<file path="src/rtl/alu_cmd_assembler.sv">
`default_nettype none
// ============================================================================
// alu_cmd_assembler: turns a 5-byte command stream into the ALU operand word
// {op, A, B} and hands it off with a valid/ready handshake.
// Revision: 1.0
// ============================================================================
module alu_cmd_assembler #(
   parameter logic [1:0] SYNC    = 2'b10,
   parameter int         TIMEOUT = 16,
   parameter int         CNT_W   = 8
) (
   input  logic             clk,
   input  logic             rst,
   input  logic [7:0]       byte_in,
   input  logic             byte_valid,
   output logic             byte_ready,
   output logic [33:0]      inputdata,
   output logic             cmd_valid,
   input  logic             cmd_ready,
   output logic             frame_err,
   input  logic             err_clr,
   output logic [CNT_W-1:0] cmd_count
);

   localparam int IDLE_W = $clog2(TIMEOUT + 1);

   typedef enum logic [2:0] {
      S_IDLE = 3'd0,
      S_A_HI = 3'd1,
      S_A_LO = 3'd2,
      S_B_HI = 3'd3,
      S_B_LO = 3'd4,
      S_HOLD = 3'd5
   } state_t;

   state_t             state_q, state_d;
   logic [1:0]         op_q, op_d;
   logic [31:0]        shadow_q, shadow_d;
   logic [IDLE_W-1:0]  idle_cnt_q, idle_cnt_d;
   logic [33:0]        inputdata_q, inputdata_d;
   logic               cmd_valid_q, cmd_valid_d;
   logic               frame_err_q, frame_err_d;
   logic [CNT_W-1:0]   cmd_count_q, cmd_count_d;
   logic               err_set;
   logic               accept;

   assign byte_ready = (state_q != S_HOLD);
   assign accept     = byte_valid && byte_ready;

   always_comb begin
      state_d     = state_q;
      op_d        = op_q;
      shadow_d    = shadow_q;
      idle_cnt_d  = idle_cnt_q;
      inputdata_d = inputdata_q;
      cmd_valid_d = cmd_valid_q;
      cmd_count_d = cmd_count_q;
      err_set     = 1'b0;

      case (state_q)
         S_IDLE: begin
            idle_cnt_d = '0;
            if (accept) begin
               if (byte_in[7:6] == SYNC && byte_in[5:2] == 4'b0000) begin
                  op_d    = byte_in[1:0];
                  state_d = S_A_HI;
               end else begin
                  err_set = 1'b1;
               end
            end
         end
         S_A_HI, S_A_LO, S_B_HI, S_B_LO: begin
            if (accept) begin
               idle_cnt_d = '0;
               // Payload bytes shift in MSB first, so after four bytes shadow = {A, B}.
               shadow_d   = {shadow_q[23:0], byte_in};
               case (state_q)
                  S_A_HI:  state_d = S_A_LO;
                  S_A_LO:  state_d = S_B_HI;
                  S_B_HI:  state_d = S_B_LO;
                  default: begin
                     inputdata_d = {op_q, shadow_q[23:0], byte_in};
                     cmd_valid_d = 1'b1;
                     state_d     = S_HOLD;
                  end
               endcase
            end else if (idle_cnt_q == IDLE_W'(TIMEOUT - 1)) begin
               shadow_d   = '0;
               idle_cnt_d = '0;
               err_set    = 1'b1;
               state_d    = S_IDLE;
            end else begin
               idle_cnt_d = idle_cnt_q + IDLE_W'(1);
            end
         end
         S_HOLD: begin
            if (cmd_ready) begin
               cmd_valid_d = 1'b0;
               cmd_count_d = cmd_count_q + CNT_W'(1);
               state_d     = S_IDLE;
            end
         end
         default: state_d = S_IDLE;
      endcase

      // A new error outranks a simultaneous clear.
      frame_err_d = err_set | (frame_err_q & ~err_clr);
   end

   always_ff @(posedge clk or posedge rst) begin
      if (rst) begin
         state_q     <= S_IDLE;
         op_q        <= '0;
         shadow_q    <= '0;
         idle_cnt_q  <= '0;
         inputdata_q <= '0;
         cmd_valid_q <= 1'b0;
         frame_err_q <= 1'b0;
         cmd_count_q <= '0;
      end else begin
         state_q     <= state_d;
         op_q        <= op_d;
         shadow_q    <= shadow_d;
         idle_cnt_q  <= idle_cnt_d;
         inputdata_q <= inputdata_d;
         cmd_valid_q <= cmd_valid_d;
         frame_err_q <= frame_err_d;
         cmd_count_q <= cmd_count_d;
      end
   end

   assign inputdata = inputdata_q;
   assign cmd_valid = cmd_valid_q;
   assign frame_err = frame_err_q;
   assign cmd_count = cmd_count_q;

endmodule
`default_nettype wire

</file>
<file path="config.mk">
export PLATFORM = sky130hd
export DESIGN_NAME = alu_cmd_assembler
export DESIGN_NICKNAME = d
export VERILOG_FILES = /design/src/rtl/alu_cmd_assembler.sv
export SDC_FILE = /design/constraint.sdc
export NUM_CORES = 1
export LEC_CHECK = 0
export ABC_AREA = 1
export BUFFER_PORTS_ARGS = -buffer_cell sky130_fd_sc_hd__buf_2
export CAP_MARGIN = 40
export CORE_ASPECT_RATIO = 0.6
export CORE_MARGIN = 1
export CORE_UTILIZATION = 55
export CTS_CLUSTER_DIAMETER = 60
export DETAILED_ROUTE_END_ITERATION = 8
export HOLD_SLACK_MARGIN = 0.08
export PLACE_DENSITY_LB_ADDON = 0.2
export REMOVE_ABC_BUFFERS = 1
export SYNTH_ARGS = -nofsm -noshare
export SYNTH_HDL_FRONTEND = slang
export SYNTH_SLANG_ARGS = --single-unit
</file>
<file path="constraint.sdc">
create_clock -name clk -period 2.7 [get_ports clk]
set_input_delay 0.54 -clock clk [delete_from_list [all_inputs] [get_ports clk]]
set_output_delay 0.54 -clock clk [all_outputs]
set_load 0.01 [all_outputs]
</file>
# Word-level counts from Yosys, hierarchy flattened
# Index checks and enable logic that the tools add are counted.
dict set report totals {
  ff_bits 78
  output_inout_bits 45
  in_bits 13
  word_cells 64
}
dict set report op_classes {
  n_reduce_logical 15
  eq_ne 14
  n_addsub 2
  mux 21
  n_bitwise 4
}
# cell n
set op_table {}
lappend op_table {{24-bit two-way mux} 2}
lappend op_table {{3-bit one-hot mux with 3 select lines} 2}
lappend op_table {{3-bit two-way mux} 5}
lappend op_table {{5-bit two-way mux} 2}
lappend op_table {{2-bit inequality test, second input constant} 5}
lappend op_table {{5-bit one-hot mux with 2 select lines} 1}
lappend op_table {{8-bit by 1-bit adder with 8-bit output, second input constant} 1}
lappend op_table {{4-bit AND reduction} 2}
lappend op_table {{1-bit two-way mux} 7}
lappend op_table {{3-bit by 2-bit == test with 1-bit output, second input constant} 2}
lappend op_table {{3-bit == test, second input constant} 2}
lappend op_table {{3-bit inequality test, second input constant} 2}
lappend op_table {{3-bit AND reduction} 2}
lappend op_table {{2-bit nonzero test} 3}
lappend op_table {{5-bit by 1-bit adder with 5-bit output, second input constant} 1}
lappend op_table {{5-bit by 4-bit == test with 1-bit output, second input constant} 1}
lappend op_table {{4-bit logical NOT} 1}
lappend op_table {{1-bit one-hot mux with 2 select lines} 2}
lappend op_table {{2-bit AND reduction} 2}
lappend op_table {{4-bit OR reduction} 1}
lappend op_table {{3-bit by 1-bit == test with 1-bit output, second input constant} 1}
lappend op_table {{3-bit logical NOT} 1}
lappend op_table {{3-bit OR reduction} 1}
lappend op_table {{2-bit == test, second input constant} 1}
lappend op_table {{4 further kinds} 6}

# Logic depth before layout (Yosys ltp)
# Gate-level depths: netlist of the first run.
dict set report logic_depth {
  depth_word 6
  ltp_mapped 9
  depth_no_buf 9
}

# Worst setup path before layout of the first run
# No wires, ideal clock.
dict set report synth_path {
  kind {reg-to-reg}
  startpoint {reg state_q[0]}
  endpoint {reg inputdata_q[24] (netlist: inputdata[24])}
  setup_time_ps 125
  n_path_buf 1
  period_less_slack_ps 1288
  slack_ps 1412
  required_time_ps 2575
  path_stages_with_launch 5
  arrival_ps 1163
  cell_sequence {dfrtp_1 nor2_2 nand3_2 buf_6 mux2_4}
}
dict set report synth_between {
  elab_chain_cells 4
  word_cells_on_any_way 10
  classes_between {eq/ne (5); bitwise (1); reduce/logical (4)}
}
# element line_no
set synth_rtl {}
lappend synth_rtl {{start, declared} 36} ;# state_t state_q, state_d;
lappend synth_rtl {{start signal, assigned} 121} ;# state_q <= state_d;
lappend synth_rtl {{3-bit by 1-bit == test with 1-bit output or 3-bit by 2-bit == test with 1-bit output (tied branches)} {60, 77}}
lappend synth_rtl {{3-bit OR reduction (no line)} n/a}
lappend synth_rtl {{1-bit NOT (no line)} n/a}
lappend synth_rtl {{3-bit AND reduction (no line) *} n/a}
lappend synth_rtl {{end signal, assigned} 125} ;# inputdata_q <= inputdata_d;
lappend synth_rtl {{end, declared} 40} ;# logic [33:0] inputdata_q, inputdata_d;
# Every way passes the cells marked *; elsewhere a longest branch is shown, timed or not.
# A chain may end at the register's enable or synchronous reset.

# Worst setup path after layout of the first run
dict set report layout_path {
  startpoint {reg state_q[2]}
  endpoint {out byte_ready}
}
dict set report layout_between {
  elab_chain_cells 1
}
# element line_no
set layout_rtl {}
lappend layout_rtl {{3-bit inequality test} 47} ;# assign byte_ready = (state_q != S_HOLD);
lappend layout_rtl {{end, declared} 16} ;# output logic byte_ready,
# No other way between the ends.

==> results of run 1 <==
## path summary, 6_finish.rpt
kind                                            from                   endpoint  slack [ns]  cells after the start
setup reg to reg           idle_cnt_q[0]$_DFFE_PP0P_    shadow_q[8]$_DFFE_PP0P_        1.17                      6
hold reg to reg             shadow_q[11]$_DFFE_PP0P_   shadow_q[11]$_DFFE_PP0P_        0.48                      2
setup / recovery              state_q[2]$_DFFE_PP0P_                 byte_ready        0.97                      2
max in group asynchronous                        rst   shadow_q[10]$_DFFE_PP0P_        1.82                      3
hold / removal                                   rst  idle_cnt_q[0]$_DFFE_PP0P_        0.25                      2
min in group clk                             err_clr        frame_err$_DFF_PP0_        0.46                      2
## cell type report
type | count | share of cell area
sequential | 78 | 0.4960
multi-input combinational | 198 | 0.3008
timing repair buffer | 60 | 0.08140
clock buffer | 14 | 0.04642
inverter | 42 | 0.04038
tap | 80 | 0.02544
clock inverter | 2 | 0.009539
## through the flow
stage | setup slack [ns] | area [µm²] | instances | hold slack [ns]
floorplan | 0.1650 | 3293 | 318 | 0.4532
global placement | 1.141 | 3715 | 458 | 0.4649
detailed placement | 1.127 | 3715 | 458 | 0.4673
CTS | 0.9527 | 3935 | 474 | 0.2659
global route | 0.9036 | 3935 | 474 | 0.2868
finish | 0.9706 | 3935 | 474 | 0.2513
## per-layer routing
metal,GRT usage,vias up
met3,0.07383,4
met4,0.06338,0
met2,0.3225,70
li1,-,1174
met1,0.3240,1163
met5,0,-
## state kept, by name, summed over array words and instances (netlist names)
signal / cells
op_q: 2
cmd_valid: 1
idle_cnt_q: 5
frame_err: 1
shadow_q: 24
inputdata: 34
cmd_count: 8
state_q: 3
## critical path, cell delays in order, from the launching register on
cell,delay [ns]
dfrtp_1,0.53
nand3_4,0.16
buf_2,0.17
## cells by family after synthesis
logic type,after synthesis
XOR/XNOR,8
flip-flops,78
AND/OR/NAND/NOR,118
multiplexers,10
AO/OA/AOI/OAI,60
buffers and inverters,53
adder cells (fa/ha/maj),2
## layout by cell type, fill, tap and decap left out, types with 2 or more instances in the layout
cell type / Yosys / final
buf_2: 3 / 57
xor2_1: 5 / 5
ha_1: 2 / 2
nand2_1: 81 / 81
inv_2: 2 / 2
clkbuf_8: 0 / 13
xnor2_1: 3 / 3
nor2_1: 8 / 8
o21ai_0: 37 / 37
dfrtp_1: 78 / 78
mux2_4: 10 / 10
nand3_1: 10 / 10
nand2_4: 3 / 3
nand3_2: 3 / 3
a21oi_1: 2 / 2
o21ai_2: 20 / 20
nand4_1: 5 / 5
buf_4: 0 / 2
nand2_2: 4 / 4
inv_1: 40 / 39
## where the power goes
| group | internal, µW | switching, µW |
|---|---|---|
| clock | 529 | 392 |
| sequential | 1610 | 299 |
| combinational | 613 | 923 |
| total | 2750 | 1610 |
==> flow_summary.ini, run 1 <==
[run_status]
status = complete, no violations

[clocking]
ctsResizeCount = 0
clock-sinks = 78
clkLatencyLatePin_ns = 0.33
ctsHtreeMaxLevel = 3
root_buffer = clkbuf_8
cts_tree = yes
numCtsBuffers = 9
hold_buffers = 0
clk_pin_slew_ns = 0.07
cts_setup_buffers = 0
cts.path.max_buffers = 2

[logic_synthesis]
ys_seq_elements = 78
synth.mux.area_fraction = 0.04448
yosysMostFrequentCell = nand2_1
ys_seq_area_frac = 0.5782
synth_simple_gate_area_frac = 0.1657
synth_xor_area_frac = 0.02076
synthDistinctLibCells = 25
synth_top_cells_by_count = nand2_1 (81), dfrtp_1 (78), inv_1 (40), o21ai_0 (37), o21ai_2 (20)
synth_top_family_by_area = simple AND/OR/NAND/NOR gates
synth_fa_ha_area_frac = 0.007413
ys.flop_type = dfrtp_1
synthCells = 329
synth-edff-count = 0
synth_area_leaders = dfrtp_1 (58%), nand2_1 (9.0%), o21ai_0 (5.5%)
netlist_area_um2 = 3376
synth_top_area_frac = 0.5782
syn_area_per_cell_um2 = 10.26
yosysTopAreaCell = dfrtp_1
async_flop_share = 1.000
synth_compound_gate_area_share = 0.1123
yosys_warnings = 0

[detailed_routing]
finalWirelength_um = 6343
first_pass_iters = 4
drc = 0
drt_iter0_markers = 139
wl_met2_um = 2804
m1WireLength_um = 3148
wire_per_inst_um = 13.38
highest_layer = met4
ant_nets = 0
viasPerCell = 5.086
met3_wirelength_um = 353
vias = 2411

[grt]
grt_max_degree = 45
antenna_found_initial = 0
grt_pass1_vias = 2270
overflow = 0
grt_pass1_wl_um = 10780
grt_use_total = 0.2235

[min_path]
holdCritPathClass = in -> async

[sta]
tightest_slew_ns = 0.6258
slew_violations = 0
period_needed_ns = 1.729
finalCritPeriodShare = 0.6405
setup_violations = 0
slew_headroom = 0.5823
setup_tns_ns = 0
max_freq_mhz = 578.2
hold_viol_final = 0
rsz0062_at_grt = no
skew_ns = 0.005647

[worst_setup_path]
path_max_fanout = 9
cp_data_required_time_ns = 2.16
path_class = reg -> out
cp-start-kind = flop
endpoint_kind = primary output
critPathArrivalTime_ns = 1.19

[power]
power_per_cell_area_nw_per_um2 = 1110
p_leak_uw = 0.002100
power.total_uw = 4367
ir_drop_uv = 544.1

[finish]
multiInputGateArea_um2 = 1184
nNetsFinal = 404
regArea_um2 = 1952
antenna_cells = 0
nFillCells = 448
drive_gt1_frac = 0.3096
fin_util = 0.6838
syn2layout_area_growth_pct = 16.57

[die]
die-area_um2 = 6465
die_y_um = 62.69
chipWidth_um = 103.1
io_pins = 58
start_util = 0.5866
coreArea_um2 = 5754
rows = 21

[placement]
gp_congestion = 0.8309
dp_hpwl_um = 4460
io_buffers = 57

[job]
maxCapViolCount = 0
No activity file was read; power rests on OpenSTA's default activity.
==> run 2, diff against run 1 <==
==> constraint.sdc (replaced) <==
create_clock -name clk -period 1.6 [get_ports clk]
set_input_delay 0.32 -clock clk [delete_from_list [all_inputs] [get_ports clk]]
set_output_delay 0.32 -clock clk [all_outputs]
set_load 0.01 [all_outputs]
==> run 2 against run 1 <==
Net effect: cell count is 0.21% lower; setup slack worse by 0.88 ns; non-clock buffer count unchanged; highest routed layer unchanged; power is 66% higher; design area is 0.35% lower; largest cell class unchanged; combinational power is 68% higher; global-route usage rose by 0.77 points; critical path depth grew 1.
==> flow_summary.ini, run 2 (synthesis results as in run 1) <==
[power]
comb_power_share = 0.357
power.total_uw = 7231
p_int_uw = 4513
power_per_cell_area_nw_per_um2 = 1844
p_leak_uw = 0.002090
clkPwrFrac = 0.197
p_sw_frac = 0.3758
pwr-share-seq = 0.446
ir_drop_uv = 762.0
switchingPower_uw = 2717

[detailed_routing]
first_pass_iters = 4
drt_iter0_markers = 125
vias = 2378
finalWirelength_um = 6288
viasPerCell = 5.027
drc = 0
wire_per_inst_um = 13.29
ant_nets = 0

[sta]
slew_headroom = 0.7295
skew_ns = 0.008872
slew_violations = 0
finalCritPeriodShare = 0.9449
final.setup.worst_slack_ns = 0.08810
tightest_slew_ns = 0.4058
rsz0062_at_grt = no
setup_violations = 0
period_needed_ns = 1.512
hold_viol_final = 0
max_freq_mhz = 661.4
setup_tns_ns = 0

[grt]
grt_use_met2 = 0.3158
gr-usage-met3 = 0.07047
grt_max_degree = 79
grt-busiest-layer = met1
grt_use_met1 = 0.3462
antenna_found_initial = 0
grt_pass1_vias = 2298
grt_pass1_wl_um = 11060
overflow = 0
grt_use_total = 0.2312

[finish]
final_common_cell = nand2_1
antenna_cells = 0
nNetsFinal = 404
syn2layout_area_growth_pct = 16.16
nFillCells = 458
stdcell_count = 473
most-common-layout-cells = nand2_1 (81), dfrtp_1 (76), buf_2 (57)
drive_gt1_frac = 0.3104
largest_register_ffs = 34

[min_path]
holdCritPathClass = in -> reg

[clocking]
root_buffer = clkbuf_8
cts_tree = yes
clkLatencyLatePin_ns = 0.35
clk_pin_slew_ns = 0.08
clock-sinks = 78
ctsHtreeMaxLevel = 3
numCtsBuffers = 9
cts.path.max_buffers = 2
cts_setup_buffers = 0

[die]
chipWidth_um = 103.1
start_util = 0.5866
io_pins = 58
coreArea_um2 = 5754
die_y_um = 62.69
die-area_um2 = 6465
rows = 21

[placement]
dp.cells = 457
dp_slack_ns = 0.1059
gp_congestion = 0.8801
io_buffers = 57
dp_hpwl_um = 4298

[run_status]
status = complete, no violations

[worst_setup_path]
critPathArrivalTime_ns = 1.19
path_class = reg -> out
path_max_fanout = 5
cp_data_required_time_ns = 1.28
cp-start-kind = flop
endpoint_kind = primary output

[job]
maxCapViolCount = 0
-- run 2: metal layers --
metal | vias to the layer above | share of wire
met5 | - | 0
li1 | 1172 | -
met3 | 4 | 0.052
met1 | 1128 | 0.51
met2 | 74 | 0.43
met4 | 0 | 0.0065
-- run 2: metrics by stage --
stage	util	hold WS, ns	area, µm²
after global placement	0.6464	0.4336	3720
after CTS	0.6810	0.1919	3919
final	0.6815	0.1997	3921
after global routing	0.6815	0.1928	3921
after floorplan	-	0.4532	3293
after detailed placement	0.6464	0.4310	3720
-- run 2: power by group through the flow --
stage / Combinational (µW) / Clock, µW / Sequential, µW
global placement: 2510 / 0 / 3220
floorplan: 1600 / 0 / 3360
CTS: 2610 / 1460 / 3220
global route: 2920 / 1540 / 3320
finish: 2580 / 1420 / 3230
detailed placement: 2590 / 0 / 3250
-- run 2: area by class of cell --
type / count / area [µm²] / area share
inverter: 42 / 158.9 / 0.04052
sequential: 78 / 1954 / 0.4984
multi-input combinational: 198 / 1184 / 0.3019
clock inverter: 4 / 47.55 / 0.01213
clock buffer: 11 / 141.4 / 0.03606
tap: 80 / 100.1 / 0.02553
timing repair buffer: 60 / 335.3 / 0.08551
-- run 2: what timing repair did --
| item | CTS | global route |
|---|---|---|
| hold buffers | 1 | 0 |
| resized for setup | 0 | 2 |
| setup endpoints to repair | 0 | 4 |
| hold endpoints to repair | 78 | 0 |
-- run 2: worst max-delay path, cell delays in order (launching register included) --
cell	delay, ns
dfrtp_2	0.44
inv_2	0.12
nand3_4	0.12
buf_2	0.17
-- run 2: final timing paths --
path                                          start                   endpoint  cells past startpoint  slack [ns]
setup / recovery             state_q[1]$_DFFE_PP0P_                 byte_ready                      3        0.09
hold / removal                              err_clr        frame_err$_DFF_PP0_                      2        0.20
setup reg to reg             state_q[0]$_DFFE_PP0P_  inputdata[32]$_DFFE_PP0P_                      4        0.13
hold reg to reg            inputdata[2]$_DFFE_PP0P_   inputdata[2]$_DFFE_PP0P_                      2        0.48
max in group asynchronous                       rst   inputdata[5]$_DFFE_PP0P_                      4        0.69
min in group asynchronous                       rst  idle_cnt_q[3]$_DFFE_PP0P_                      4        0.58
